$ cat src/rtl/digit_serial_multiplier_if.sv
// Request/result bundle between a controller and digit_serial_multiplier.
// The controller drives start/a/b and receives busy/done/product.
interface digit_serial_multiplier_if #(
    parameter int WIDTH = 8
);
    logic               start;
    logic [WIDTH-1:0]   a;
    logic [WIDTH-1:0]   b;
    logic               busy;
    logic               done;
    logic [2*WIDTH-1:0] product;

    modport master (
        output start, a, b,
        input  busy, done, product
    );

    modport slave (
        input  start, a, b,
        output busy, done, product
    );
endinterface

$ cat src/rtl/digit_serial_multiplier.sv
// Unsigned WIDTH x WIDTH multiplier built around one shared 2x2-bit multiplier.
// Latency: done in the cycle after (WIDTH/2)^2 partial-product edges; period (WIDTH/2)^2+2.
// Backpressure: start is only sampled in IDLE; busy/done tell the controller when to retry.

module two_bit_multiplier (
    input  logic [1:0] x,
    input  logic [1:0] y,
    output logic [3:0] p
);
    assign p = {2'b00, x} * {2'b00, y};
endmodule

module digit_serial_multiplier #(
    parameter int WIDTH = 8
) (
    input  logic                      clk,
    input  logic                      reset,
    digit_serial_multiplier_if.slave  bus
);
    localparam int D  = WIDTH / 2;
    localparam int IW = (D > 1) ? $clog2(D) : 1;
    localparam int AW = 2 * WIDTH;
    localparam logic [IW-1:0] LAST = IW'(D - 1);

    typedef enum logic [1:0] {
        IDLE,
        RUN,
        DONE
    } state_t;

    state_t           state;
    logic [WIDTH-1:0] a_reg;
    logic [WIDTH-1:0] b_reg;
    logic [AW-1:0]    acc;
    logic [AW-1:0]    product_r;
    logic [IW-1:0]    i;
    logic [IW-1:0]    j;
    logic             busy_r;
    logic             done_r;

    logic [1:0]       a_dig;
    logic [1:0]       b_dig;
    logic [3:0]       pp;
    logic [AW-1:0]    pp_ext;
    logic [IW+1:0]    sh;
    logic [AW-1:0]    acc_sum;
    logic             last_step;

    // Digit pair selection: i walks a's digits, j walks b's digits.
    assign a_dig = a_reg[{i, 1'b0} +: 2];
    assign b_dig = b_reg[{j, 1'b0} +: 2];

    two_bit_multiplier u_mul (
        .x (a_dig),
        .y (b_dig),
        .p (pp)
    );

    // Weight of digit pair (i,j) is 4^(i+j); the full sum always fits in AW bits.
    assign pp_ext    = AW'(pp);
    assign sh        = {({1'b0, i} + {1'b0, j}), 1'b0};
    assign acc_sum   = acc + (pp_ext << sh);
    assign last_step = (i == LAST) && (j == LAST);

    always_ff @(posedge clk or posedge reset) begin
        if (reset) begin
            state     <= IDLE;
            a_reg     <= '0;
            b_reg     <= '0;
            acc       <= '0;
            product_r <= '0;
            i         <= '0;
            j         <= '0;
            busy_r    <= 1'b0;
            done_r    <= 1'b0;
        end else begin
            case (state)
                IDLE: begin
                    done_r <= 1'b0;
                    if (bus.start) begin
                        a_reg  <= bus.a;
                        b_reg  <= bus.b;
                        acc    <= '0;
                        i      <= '0;
                        j      <= '0;
                        busy_r <= 1'b1;
                        state  <= RUN;
                    end
                end
                RUN: begin
                    acc <= acc_sum;
                    if (last_step) begin
                        // Product is published only here, so partial sums never leak out.
                        product_r <= acc_sum;
                        busy_r    <= 1'b0;
                        done_r    <= 1'b1;
                        i         <= '0;
                        j         <= '0;
                        state     <= DONE;
                    end else if (i == LAST) begin
                        i <= '0;
                        j <= j + 1'b1;
                    end else begin
                        i <= i + 1'b1;
                    end
                end
                DONE: begin
                    done_r <= 1'b0;
                    state  <= IDLE;
                end
                default: begin
                    busy_r <= 1'b0;
                    done_r <= 1'b0;
                    state  <= IDLE;
                end
            endcase
        end
    end

    assign bus.busy    = busy_r;
    assign bus.done    = done_r;
    assign bus.product = product_r;
endmodule

$ cat src/flat_wrapper.sv
// flat-port wrapper written by rule: the top's interface ports become plain ports
module digit_serial_multiplier_flat 
#(
    parameter int WIDTH = 8
)
  (clk, reset, bus_start, bus_a, bus_b, bus_busy, bus_done, bus_product);
  digit_serial_multiplier_if #(.WIDTH(WIDTH)) bus_i ();
  input  logic clk;
  input  logic reset;
  input wire logic [$bits(bus_i.start)-1:0] bus_start;
  input wire logic [$bits(bus_i.a)-1:0] bus_a;
  input wire logic [$bits(bus_i.b)-1:0] bus_b;
  output wire logic [$bits(bus_i.busy)-1:0] bus_busy;
  output wire logic [$bits(bus_i.done)-1:0] bus_done;
  output wire logic [$bits(bus_i.product)-1:0] bus_product;
  assign bus_i.start = bus_start;
  assign bus_i.a = bus_a;
  assign bus_i.b = bus_b;
  assign bus_busy = bus_i.busy;
  assign bus_done = bus_i.done;
  assign bus_product = bus_i.product;
  digit_serial_multiplier #(.WIDTH(WIDTH)) u_core (.clk(clk), .reset(reset), .bus(bus_i));
endmodule
$ cat config.mk
export PLATFORM = sky130hd
export DESIGN_NAME = digit_serial_multiplier_flat
export DESIGN_NICKNAME = d
export VERILOG_FILES = /design/src/rtl/digit_serial_multiplier_if.sv /design/src/rtl/digit_serial_multiplier.sv /design/src/flat_wrapper.sv
export SDC_FILE = /design/constraint.sdc
export NUM_CORES = 1
export LEC_CHECK = 0
export ABC_AREA = 0
export CAP_MARGIN = 20
export CORE_ASPECT_RATIO = 0.8
export CORE_MARGIN = 4
export CORE_UTILIZATION = 30
export DETAILED_ROUTE_END_ITERATION = 7
export GPL_ROUTABILITY_DRIVEN = 0
export PLACE_DENSITY = 0.59
export SYNTH_ARGS = -nofsm -noshare
export SYNTH_HDL_FRONTEND = slang
export SYNTH_HIERARCHICAL = 1
export SYNTH_SLANG_ARGS = --single-unit
$ cat constraint.sdc
create_clock -name clk -period 6.7 [get_ports clk]
set_input_delay 1.005 -clock clk [delete_from_list [all_inputs] [get_ports clk]]
set_output_delay 1.005 -clock clk [all_outputs]
set_load 0.05 [all_outputs]
==> results of run 1 <==
-- area by class of cell --
type	instances	area share
flip-flops and latches	56	0.3657
clock inverters	1	0.001959
multi-input cells	240	0.4447
repair buffers	38	0.09794
clock buffers	7	0.03722
well taps	140	0.04571
inverters	7	0.006856
-- Yosys cell counts (all sizes together), types with 2 or more instances --
cell type	count	area share
a21o	6	0.014
mux2	18	0.065
fa	2	0.013
buf	3	0.0043
a211oi	3	0.0071
a32o	2	0.0063
nand3	4	0.0063
nand2	43	0.051
a21oi	16	0.026
o22ai	3	0.0059
mux4	4	0.028
xor2	6	0.017
ha	20	0.079
nand2b	5	0.0099
and2	5	0.0099
nor2	20	0.024
xnor2	8	0.022
nand4	2	0.0039
inv	6	0.0071
o21ai	35	0.056
nor3	7	0.011
a31oi	4	0.0079
mux2i	3	0.0095
nor2b	4	0.0079
dfrtp	56	0.44
clkbuf	9	0.011
o21a	2	0.0047
o21bai	2	0.0047
a22o	4	0.011
-- path summary, 6_finish.rpt --
path | slack (ns) | depth (start not counted) | to | start
worst max-delay path | 2.69 | 13 | u_core/bus.product[8] | u_core/i[0]
worst min-delay path | 0.47 | 2 | u_core/bus.product[15] | u_core/bus.product[15]
worst max register to register | 2.69 | 13 | u_core/bus.product[8] | u_core/i[0]
worst min register to register | 0.47 | 2 | u_core/bus.product[15] | u_core/bus.product[15]
max in group asynchronous | 4.97 | 3 | u_core/acc[4] | reset
min in group asynchronous | 1.22 | 3 | u_core/a_reg[2] | reset
-- critical path: stages, from the launching register on --
cell	delay (ns)
sky130_fd_sc_hd__dfrtp_1	0.50
sky130_fd_sc_hd__mux4_2	0.56
sky130_fd_sc_hd__and2_1	0.18
sky130_fd_sc_hd__ha_1	0.20
sky130_fd_sc_hd__ha_1	0.31
sky130_fd_sc_hd__a31oi_1	0.29
sky130_fd_sc_hd__nor2b_1	0.10
sky130_fd_sc_hd__ha_1	0.37
sky130_fd_sc_hd__a21o_1	0.23
sky130_fd_sc_hd__a31o_2	0.24
sky130_fd_sc_hd__a2111oi_0	0.43
sky130_fd_sc_hd__nor3_1	0.13
sky130_fd_sc_hd__xnor2_1	0.23
sky130_fd_sc_hd__o21ai_0	0.12
-- per-layer routing --
layer / track usage / part of all wire / wire, µm
met1: 0.1906 / 0.51 / 3683
met2: 0.1840 / 0.42 / 3042
met3: 0.02761 / 0.055 / 401
met4: 0.03787 / 0.015 / 110
met5: 0 / 0 / 0
-- per-stage QoR --
| step | instance area [µm²] | utilization | std cells | hold WS [ns] | worst slack [ns] |
|---|---|---|---|---|---|
| after floorplan | 3171 | - | 315 | 0.4563 | 3.177 |
| after global placement | 3682 | 0.3582 | 481 | 0.4599 | 2.811 |
| after detailed placement | 3682 | 0.3582 | 481 | 0.4712 | 2.738 |
| after CTS | 3832 | 0.3728 | 489 | 0.4869 | 2.714 |
| after global routing | 3832 | 0.3728 | 489 | 0.4999 | 2.415 |
| final | 3832 | 0.3728 | 489 | 0.4743 | 2.686 |
-- logic make-up after synthesis --
family	count (synthesis)
mux	25
buf+inv	19
compound gates	86
simple gates	93
xor+xnor	14
fa+ha+maj	22
flops	56
-- placed cells by master (no fill, tap or decap), drive strengths merged, types with 2 or more instances in the layout --
cell type and count:
mux2i 3, clkdlybuf4s50 36, nor2b 4, nand3 4, inv 6, o21a 2, a21o 6, o22ai 3
fa 2, xor2 6, o21bai 2, buf 2, nand2 43, clkbuf 7, a31oi 4, mux2 18
a21oi 16, nor3 7, dfrtp 56, nor2 20, xnor2 8, a211oi 3, o21ai 35, and2 5
a32o 2, mux4 4, a22o 4, nand4 2, ha 20, nand2b 5
-- power by group through the flow --
stage | clock (mW) | combinational, mW | sequential [mW]
after CTS | 0.278 | 1.24 | 0.598
final | 0.268 | 1.24 | 0.594
after floorplan | 0 | 0.762 | 0.748
after global routing | 0.288 | 1.37 | 0.618
after detailed placement | 0 | 1.23 | 0.602
after global placement | 0 | 1.21 | 0.603
==> metrics, run 1 <==
run status completed; layout filler cell count 1,031; number of antenna-violating nets in the routed design 0; Port-buffer cells 36; DR vias about 2,400; number of buffers inserted during clock tree synthesis 5; Critical Path End Type register; Final Critical Period 4.014 ns; unique cell type count in the Yosys netlist between 40 and 50; wire length reported by the detailed router 7.238 mm; core box area 10,280 µm²; Max-slew headroom 0.3966; chip width 122.9 µm; Wirelength per Cell approximately 15 µm; relative contribution of the clock network to total power 0.128; clock tree from TritonCTS yes; required time of the worst setup path 6.84 ns; period utilisation layout 0.5991; hpwl dp 5.266 mm; Design Power about 2.1 mW; I/O pin count 37; Area Overhead vs Synth 20.88%; maximum ir drop on the vdd rail approximately 0.00017 V; number of H-tree levels 2; count of endpoints failing hold in the final timing report 0; root buf cell sky130_fd_sc_hd__clkbuf_16; register share of total power 0.283; post-synthesis share of cell area spent on xor and xnor gates 0.03867; Worst-path clk slew 0.08 ns; wire length of the first global-routing pass 12.36 mm; total number of placement rows 33; number of register bits inferred by synthesis 56; worst hold-check path type reg2reg; arrival time worst endpoint approximately 4.2 ns; clk_lat worst skew ~0.30 ns; number of resized instances in the post-cts repair step 0; Layout Skew 0.01045 ns; Synth Net Count around 360; overall die area 12,290 µm²; number of endpoints failing setup at the final stage 0; Nets 389; combined area of the multi-input logic cells approximately 1700 µm²; transition time of the tightest slew-check pin 0.9028 ns; cell count after synthesis about 320; total setup buffers inserted after CTS 0; area occupied by registers 1401 µm²; critical path class reg2reg; share of synthesized area spent on multiplexers 0.1030; total number of clock tree sinks 56; unrepaired setup endpoints after global routing false; number of antenna violations at the first check in global routing 0; critical path launch point type register; layout cells sized above 1 0.1089; number of enable-type register cells in the synthesized netlist 0; DRC violation count after routing 0; Tot GR Track Use 0.1274; cell internal power dissipation 1.142 mW; combined area of all synthesized cells 3171 µm²; number of design-rule violations left by the first detailed-router iteration 262; Congestion Overflow GR 0; setup total negative slack 0 ns; Initial Utilization 0.3084; async set-or-reset flop fraction in the synthesized netlist 1.000; Lkg Pwr 1.626 nW; Net Switching 0.9569 mW; combinational family with the most area after synthesis compound AO/OA/AOI/OAI gates; Simple-Gate Fraction of Synth Area 0.1302; share of synthesized area occupied by flip-flops and latches 0.4420; count of TritonRoute iterations in the first routing pass 4; Mean Syn Cell Area approximately 10 µm²; Antenna diodes 0; largest net degree at the start of global routing 57; largest driver fanout on the critical path 6; complex-gate fraction of the synthesized area 0.1713; Die Y 99.95 µm; max-cap check violation count 0; Sw Share 0.4559; pwr dens 547.6 nW/µm²; routed vias/inst 4.949; Gate power share 0.589; area share of fa/ha/maj cells after synthesis 0.09155; Max Fclk 0.2491 GHz; max-slew violation count 0; count of hold buffers inserted by post-cts repair 0; top flip-flop cell by instance count after synthesis sky130_fd_sc_hd__dfrtp_1; number of global-route vias before repair 2,450; clock tree buffer depth 2; number of warnings printed during yosys synthesis 6
(Power assumes the default switching activity.)
==> run 2, diff against run 1 <==
clock period = 3.87 ns   (was 6.7 ns; I/O delays follow)
==> run 2 against run 1 <==
  * Die area did not move
  * Largest power group unchanged
  * Worst hold slack worse by 0.0027 ns
  * Critical path depth did not move
  * Critical endpoint is now u_core/acc[8]
  * Wire length grew 2.5%
  * Non-clock buffer count up 12
  * Highest routed layer unchanged
==> metrics, run 2 (synthesized netlist as in run 1, its figures left out) <==
hpwl dp 5.516 mm (+4.7%); Area Overhead vs Synth 26.72%; overall die area 12,290 µm² (unchanged); post-place instance area 3750 µm² (+1.8%); clk_lat worst skew 0.29 ns (about the same); chip width 122.9 µm (unchanged); Initial Utilization 0.3084 (unchanged); Design Power 3.902 mW (+86%); clock tree buffer depth 2 (unchanged); max-slew violation count 0 (unchanged); crit-path max cell delay 0.53 ns (-0.03 ns); unrepaired setup endpoints after global routing true; pwr dens 971.3 nW/µm² (+77%); Final Critical Period 3.712 ns (-0.3019 ns); maximum ir drop on the vdd rail 0.0003205 V (+93%); layout filler cell count 1,017 (-1.4%); DRC violation count after routing 0 (unchanged); run status completed; number of endpoints failing setup at the final stage 0 (unchanged); endpoint of the lowest-slack register-to-register path u_core/acc[8]; root buf cell sky130_fd_sc_hd__clkbuf_16; count of TritonRoute iterations in the first routing pass 4 (unchanged); number of antenna violations at the first check in global routing 0 (unchanged); Die Y 99.95 µm (unchanged); highest-count cells in the layout ignoring fill and taps sky130_fd_sc_hd__dfrtp_1, sky130_fd_sc_hd__nand2_1, sky130_fd_sc_hd__clkdlybuf4s50_1, sky130_fd_sc_hd__o21ai_0, sky130_fd_sc_hd__nor2_1; critical path launch point type register; post-route setup slack 0.1577 ns (-2.528 ns); core box area 10,280 µm² (unchanged); largest net degree at the start of global routing 38 (-33%); Wirelength per Cell 14.81 µm (about the same); layout cells sized above 1 0.1773 (+0.06840); non-filler cells, final 501 (+2.5%); DR vias 2,490 (+2.9%); period utilisation layout 0.9593 (+0.3601); cell-by-cell listing of the critical path mux4_2 -> and2_1 -> ha_1 -> ha_1 -> mux2i_1 -> nor2_1 -> ha_1 -> a21o_1 -> a31o_2 -> a2111oi_2 -> nor3_1 -> xnor2_1 -> o21ai_0; worst reg-to-reg path cell count 13 (unchanged); cell seen most often among critical-path stages sky130_fd_sc_hd__ha_1; dpl ws -0.004303 ns (-2.743 ns); number of buffers inserted during clock tree synthesis 5 (unchanged); number of design-rule violations left by the first detailed-router iteration 115 (-56%); clock tree from TritonCTS yes; instance count along the most critical hold path 2 (unchanged); Antenna diodes 0 (unchanged); Nets 401 (+3.1%); arrival time worst endpoint 3.86 ns (-0.30 ns); I/O pin count 37 (unchanged); number of global-route vias before repair 2,521 (+2.9%); wire length reported by the detailed router 7.420 mm (+2.5%); Worst Hold End u_core/bus.product[1]; required time of the worst setup path 4.02 ns (-2.82 ns); total number of placement rows 33 (unchanged); Max-slew headroom 0.4281 (+0.03143); wire length of the first global-routing pass 12.46 mm (+0.84%); Congestion Overflow GR 0 (unchanged); routed vias/inst 4.970 (+0.43%); origin of the worst min-delay path u_core/bus.product[1]; Worst-path clk slew 0.07 ns (about the same); transition time of the tightest slew-check pin 0.8573 ns (-0.04554 ns); slowest cell on the critical path sky130_fd_sc_hd__mux4_2; worst flop-to-flop path startpoint u_core/i[0]; final standard cell area without fillers 4018 µm² (+4.8%); Port-buffer cells 36 (unchanged); largest driver fanout on the critical path 5 (-1); worst hold-check path type reg2reg; Max Fclk 0.2694 GHz (+8.1%); register-to-register setup slack 0.16 ns (-2.53 ns); Lkg Pwr 1.690 nW (+3.9%); critical path class reg2reg; max-cap check violation count 0 (unchanged); count of hold buffers inserted by post-cts repair 0 (unchanged); DP Cell Count 490 (+1.9%); total number of clock tree sinks 56 (unchanged); number of H-tree levels 2 (unchanged); share of the core filled with cells in the final layout 0.3908 (+0.01801); number of antenna-violating nets in the routed design 0 (unchanged); most common cell after layout, fill and taps aside sky130_fd_sc_hd__dfrtp_1; count of endpoints failing hold in the final timing report 0 (unchanged); Critical Path End Type register; Layout Skew 0.01013 ns (-0.0003170 ns); Tot GR Track Use 0.1260 (-0.001361)
-- run 2: how the worst max path moves through the flow --
stage,cells after the start,to,start,slack (ns)
after global placement,14,u_core/bus.product[13],u_core/i[0],0.02
after CTS,14,u_core/acc[14],u_core/j[0],0.02
after global routing,13,u_core/bus.product[8],u_core/i[0],-0.07
after detailed placement,14,u_core/acc[13],u_core/i[0],-0.004
final,13,u_core/acc[8],u_core/i[0],0.16
after floorplan,13,u_core/bus.product[8],u_core/i[0],0.35
-- run 2: stage by stage --
stage	hold WS, ns	setup TNS [ns]
final	0.4716	0
after detailed placement	0.4620	-0.006984
after global placement	0.4623	0
after floorplan	0.4563	0
after CTS	0.4790	0
after global routing	0.5022	-0.2242
-- run 2: worst max-delay path: cells and delay by family, from the launching register on --
kind,cells,cell delay [ns]
AO/OA/AOI/OAI,4,0.98
flip-flops,1,0.42
AND/OR/NAND/NOR,3,0.38
adder cells (fa/ha/maj),3,0.86
multiplexers,2,0.74
XOR/XNOR,1,0.20
-- run 2: per-layer routing --
layer | GRT usage | share of wire | vias to the layer above
met5 | 0 | 0 | -
met4 | 0.03012 | 0.010 | 0
met3 | 0.02366 | 0.032 | 7
met2 | 0.1865 | 0.44 | 46
met1 | 0.1900 | 0.51 | 1213
li1 | - | - | 1224
-- run 2: layout make-up --
class,instances,area (µm²),area share
multi-input cells,240,1783,0.4438
repair buffers,50,465.4,0.1159
flip-flops and latches,56,1404,0.3494
clock buffers,6,128.9,0.03208
inverters,7,26.28,0.006540
well taps,140,175.2,0.04360
clock inverters,2,35.03,0.008720
-- run 2: timing repair --
item / 4_1_cts / 5_1_grt
resized for setup: 2 / 16
gates cloned: 0 / 0
endpoints found under the setup margin: 5 / 18
buffers inserted: 0 / 3
pin swaps: 0 / 4
-- run 2: power by group --
part           internal (mW)  switching, mW
sequential             0.857          0.179
clock                  0.305          0.202
combinational           1.00           1.35
==> run 3, diff against run 2 <==
CTS_CLUSTER_DIAMETER = 150   (was not set)
==> results of run 3 <==
Final layout, timing and power as in run 2 (identical DEF).
